===== src/rtl/up_timer.sv =====
// rtl/up_timer.sv - programmable up-counting interval timer with one-shot/auto-reload, pause and clear
module up_timer #(
    parameter int N = 6
) (
    input  logic         clk_i,
    input  logic         rst_i,
    input  logic         start_i,
    input  logic         stop_i,
    input  logic         clear_i,
    input  logic         reload_i,
    input  logic [N-1:0] limit_i,
    output logic [N-1:0] count_o,
    output logic         busy_o,
    output logic         done_o
);

    typedef enum logic [1:0] {
        IDLE   = 2'd0,
        RUN    = 2'd1,
        PAUSED = 2'd2,
        DONE   = 2'd3
    } state_t;

    state_t       state_q, state_d;
    logic [N-1:0] count_q, count_d;
    logic [N-1:0] limit_q, limit_d;
    logic         reload_q, reload_d;
    logic         done_q, done_d;

    always_ff @(posedge clk_i or negedge rst_i) begin
        if (!rst_i) begin
            state_q  <= IDLE;
            count_q  <= '0;
            limit_q  <= '0;
            reload_q <= 1'b0;
            done_q   <= 1'b0;
        end else begin
            state_q  <= state_d;
            count_q  <= count_d;
            limit_q  <= limit_d;
            reload_q <= reload_d;
            done_q   <= done_d;
        end
    end

    always_comb begin
        state_d  = state_q;
        count_d  = count_q;
        limit_d  = limit_q;
        reload_d = reload_q;
        done_d   = 1'b0;

        if (clear_i) begin
            // Clear wins over everything, including a completion on this edge.
            state_d = IDLE;
            count_d = '0;
        end else begin
            case (state_q)
                IDLE, DONE: begin
                    if (start_i) begin
                        state_d  = RUN;
                        count_d  = '0;
                        limit_d  = limit_i;
                        reload_d = reload_i;
                    end
                end
                RUN: begin
                    if (count_q == limit_q) begin
                        done_d = 1'b1;
                        if (reload_q) begin
                            count_d = '0;
                            state_d = stop_i ? PAUSED : RUN;
                        end else begin
                            state_d = DONE;
                        end
                    end else if (stop_i) begin
                        state_d = PAUSED;
                    end else begin
                        count_d = count_q + 1'b1;
                    end
                end
                PAUSED: begin
                    if (start_i) begin
                        state_d = RUN;
                    end
                end
                default: begin
                    state_d = IDLE;
                    count_d = '0;
                end
            endcase
        end
    end

    assign count_o = count_q;
    assign done_o  = done_q;
    assign busy_o  = (state_q == RUN) || (state_q == PAUSED);

endmodule

===== config.mk =====
export PLATFORM = sky130hd
export DESIGN_NAME = up_timer
export DESIGN_NICKNAME = d
export VERILOG_FILES = /design/src/rtl/up_timer.sv
export SDC_FILE = /design/constraint.sdc
export NUM_CORES = 1
export LEC_CHECK = 0
export BUFFER_PORTS_ARGS = -buffer_cell sky130_fd_sc_hd__buf_4
export CAP_MARGIN = 20
export CORE_MARGIN = 2
export CORE_UTILIZATION = 35
export DETAILED_ROUTE_END_ITERATION = 8
export GPL_TIMING_DRIVEN = 0
export MAX_ROUTING_LAYER = met4
export SLEW_MARGIN = 20
export SYNTH_ARGS = -nofsm -noshare
export SYNTH_HDL_FRONTEND = slang
export SYNTH_SLANG_ARGS = --single-unit

===== constraint.sdc =====
create_clock -name clk_i -period 1.9 [get_ports clk_i]
set_input_delay 0.38 -clock clk_i [delete_from_list [all_inputs] [get_ports clk_i]]
set_output_delay 0.38 -clock clk_i [all_outputs]
set_load 0.005 [all_outputs]

Word-level counts from Yosys, hierarchy flattened:

Index checks and enable logic that the tools add are counted.

* bits in registers: 16
* input bits: 12
* output and inout bits: 8
* word-level logic and storage cells: 40

* add/sub/neg operators: 1
* eq/ne operators: 9
* muxes and demuxes: 16
* bitwise logic cells: 1
* reduce and logical (&&, ||, !) cells: 8

Operators with widths (number)
* $mux W6: 5
* $mux W2: 6
* $ne A4 B4 Y1 const B: 3
* $pmux W6 S2: 1
* $add A6 B1 Y6 const B: 1
* $eq A6 B6 Y1: 1
* $eq A2 B2 Y1 const B: 2
* $pmux W2 S2: 1
* $reduce_and A4 Y1: 1
* $mux W1: 3
* $ne A3 B1 Y1 const B: 1
* $ne A3 B3 Y1 const B: 1
* $reduce_and A3 Y1: 1
* $reduce_bool A3 Y1: 1
* $reduce_or A3 Y1: 1
* $eq A2 B1 Y1 const B: 1
* $logic_not A2 Y1: 1
* $reduce_and A2 Y1: 1
* $reduce_or A2 Y1: 1
* $logic_or A1 B1 Y1: 1
* $not A1 Y1: 1

Depth between registers and ports, before layout:

* depth after elaboration: 5
* mapped depth: 8
* depth with buffers taken out: 7

Least setup slack after synthesis:

OpenSTA, ideal clock, no wires.

* path type: register to register
* start: register state_q[0]
* end: register count_q[4], in the netlist count_o[4]
* library setup time: 128 ps
* arrival time: 1643 ps
* slack: 129 ps
* cell stages (with the launch flop): 8
* buffers on the path: 1
* clock period less this slack: 1771 ps
* path through: dfrtp_1 > ha_1 > and2_1 > a211oi_1 > clkbuf_1 > nor4_1 > o21ai_0 > nand3_1

* longest elaborated chain between the ends: 4
* elaborated cells on any way between the ends: 11
* those cells by class: 5 x eq/ne; 2 x mux; 4 x reduce/logical

Ends and longest elaborated chain
* from (decl): line 24 `state_t state_q, state_d;`
* from (signal assigned): line 38 `state_q <= state_d;`
* $eq A2 B2 Y1 or $logic_not A2 Y1 (tied branches): line 58 `case (state_q)`
* $reduce_or A2 Y1: line 58
* $ne A3 B3 Y1 (no source line) (tied with other cells)
* $reduce_and A4 Y1 (no source line) or $mux W6 (tied branches)
* to (signal assigned): line 39 `count_q <= count_d;`
* to (decl): line 25 `logic [N-1:0] count_q, count_d;`

Parallel ways exist; a longest one is shown, timed or not.
A chain may end at the register's enable or synchronous reset.

Worst setup path in the final report:

* start: register count_q[0], in the netlist count_o[0]
* end: register count_q[3], in the netlist count_o[3]

* longest elaborated chain between the ends: 5
* elaborated cells on any way between the ends: 9
* those cells by class: 1 x add/sub; 3 x eq/ne; 4 x mux; 1 x reduce/logical

Ends and longest elaborated chain
* $add A6 B1 Y6: line 79 `count_d = count_q + 1'b1;`
* $mux W6: line 76 `end else if (stop_i) begin`
* $mux W6: line 68 `if (count_q == limit_q) begin`
* $pmux W6 S2: line 58
* $mux W6: line 53 `if (clear_i) begin`

Parallel ways exist; a longest one is shown, timed or not. The select of a mux whose other input is x is not followed.

==> results_dict.tcl <==
set metrics [dict create \
    ys_warn_count 0 \
    critPathKind "reg -> reg" \
    globalplace.congestion 0.787 \
    route.vias.total 873 \
    synth.top_cells.by_count "dfrtp_1 (16), nand2_1 (16), mux2_2 (8), inv_1 (6), xnor2_1 (6)" \
    grt_max_degree 17 \
    grt_pass1_vias 886 \
    setup_viol 0 \
    status "complete, no violations" \
    ioPinCount 20 \
    relSlewSlack_pct 78.3 \
    vias_per_cell 5.46 \
    syn_inst 102 \
    portBuffers 19 \
    crit_chain "xnor2_1 > nand4_1 > or2_1 > buf_6 > mux2_4 > o211ai_2" \
    avgSynthCellArea_um2 9.67 \
    numCtsBuffers 3 \
    syn2layout_area_growth_pct 26.5 \
    drc_errors 0 \
    grt_pass1_wl_um 4070 \
    core_area_um2 2710 \
    multi_input_area_um2 549 \
    power_w 0.00131 \
    synth_seq_area_share_pct 40.6 \
    ys_ff_latch 16 \
    fp.dieW_um 57.1 \
    num_rows 19 \
    yosys.area.top_type "dfrtp_1" \
    die_area_um2 3260 \
    cpPeakStageDelay_ns 0.47 \
    die_y_um 57.1 \
    post-route-period-util_pct 92.0 \
    drt_iter0_drc 9 \
    worst-path-buf-inv 1 \
    first_pass_iters 4 \
    routed_wirelength_um 2190 \
    power.density_nw_per_um2 1050 \
    cpMaxStageDelayCell "dfrtp_1" \
    place_hpwl_um 1680 \
    wire_per_inst_um 13.7 \
    hold_class "in -> reg" \
    fmax_mhz 572 \
    cp_data_required_time_ns 2.12 \
    clkTransAtPathRegs_ns 0.10 \
    fillCellCount 269 \
    diodes 0 \
    layout_min_cycle_time_ns 1.75 \
    crit_arrival_ns 1.96 \
    worst-slew-pin-transition_ns 0.324 \
    syn_nets 117 \
    drive_gt1_share_pct 32.6 \
    yosysUniqueCellTypes 33 \
    cp-start-kind "flop" \
    ctsLongestPathBuffers 2 \
    synth_area_leaders "dfrtp_1 (41%), mux2_2 (9.1%), nand2_1 (6.1%)" \
    cts_tree "done" \
    p_leak_nw 0.556 \
    ir_worst_vdd_uv 642 \
    synth.cell_area_um2 986 \
    async_flop_share_pct 100 \
    clk_latency_ns 0.28 \
    synth_top_cell_area_share_pct 40.6 \
    crit_family "flip-flops" \
    grt_overflow 0 \
    clock-root-buffer "clkbuf_4" \
    antenna_found_initial 0 \
    hold_ws_ns 0.287 \
    nets 145 \
    ys.flop_type "dfrtp_1" \
    final-seq-area_um2 402 \
    cp_max_fo 10 \
    fin_worst_skew_ns 0.00585 \
    grt_usage_pct 16.3 \
    start_util_pct 36.4 \
    rsz0062_at_grt "no" \
    synth-edff-count 0 \
    clkSinkCount 16 \
    hold_viol 0 \
    critical_path.endpoint_type "flop" \
    ant_nets 0 \
    drv_cap 0 \
    finalMaxSlewViolations 0 \
    htree_levels 1 \
]
==> final cells by class <==
class / instances / area share, %
Sequential cell: 16 / 32.2
Inverter: 6 / 1.81
Multi-Input combinational cell: 77 / 44.0
Buffer: 3 / 1.91
Timing Repair Buffer: 23 / 14.0
Clock buffer: 4 / 2.91
Tap cell: 31 / 3.11
==> power by group <==
part,total (W),internal [W],switching [W]
registers,0.000525,0.000439,0.0000863
logic,0.000559,0.000288,0.000271
clock network,0.000225,0.000117,0.000108
==> kinds of logic (layout without fill, tap and decap cells) <==
group	Yosys count	in the layout	synth area share, %
XOR/XNOR	6	6	5.33
flip-flops	16	16	40.6
buffers and inverters	9	36	4.19
multiplexers	10	10	11.7
adder cells (fa/ha/maj)	3	3	3.81
AO/OA/AOI/OAI	16	16	12.7
AND/OR/NAND/NOR	42	42	21.7
==> stage by stage <==
| stage | utilization [%] | area (µm²) | worst slack (ns) | cells | setup TNS (ns) |
|---|---|---|---|---|---|
| 3_3_place_gp | 43.1 | 1170 | -0.0781 | 152 | -0.150 |
| 4_1_cts | 45.8 | 1240 | 0.0261 | 160 | 0 |
| 5_1_grt | 46.0 | 1250 | 0.00236 | 160 | 0 |
| 3_5_place_dp | 43.1 | 1170 | -0.161 | 152 | -0.452 |
| 2_1_floorplan | - | 986 | 0.129 | 102 | 0 |
| 6_report | 46.0 | 1250 | 0.152 | 160 | 0 |
==> per-layer routing <==
metal,vias to the layer above,track usage (%),routed length (µm),share of wire [%]
li1,428,-,-,-
met4,0,5.98,18,0.82
met1,430,20.2,994,45
met5,-,-,0,0
met2,13,26.8,1110,51
met3,2,2.95,67,3.1
==> path summary, 6_finish.rpt <==
check | start | end | slack (ns) | cells after the start
worst min-delay path | clear_i | state_q[0] | 0.29 | 2
worst max register to register | count_o[0] | count_o[3] | 0.15 | 6
min in group asynchronous | rst_i | done_o | 0.48 | 2
worst min register to register | limit_q[5] | limit_q[5] | 0.54 | 1
max in group asynchronous | rst_i | count_o[4] | 1.23 | 2
worst max-delay path | count_o[0] | count_o[3] | 0.15 | 6
==> repair_timing <==
| item | CTS | global route |
|---|---|---|
| buffers inserted | 3 | 0 |
| resized for setup | 2 | 4 |
| endpoints found under the setup margin | 5 | 6 |
| hold endpoints to repair | 16 | 0 |
| hold buffers | 1 | 0 |
==> worst reg2reg max path, cell delays in order (launching register included) <==
cell and delay (ns):
dfrtp_1 0.47, xnor2_1 0.19, nand4_1 0.16, or2_1 0.29, buf_6 0.15, mux2_4 0.30, o211ai_2 0.13
==> flip-flops by register name, indices dropped and copies added (netlist names) <==
signal	count
reload_q	1
count_o	6
state_q	2
limit_q	6
done_o	1
==> cell usage in the layout (no fill, tap or decap), types with 4 or more instances in the layout <==
cell type,n
o21ai_0,5
nand3_1,4
inv_1,6
o211ai_1,4
xnor2_1,6
nand2_1,16
dfrtp_1,15
mux2_2,8
buf_4,23
Power figures use the tool's default switching activity.
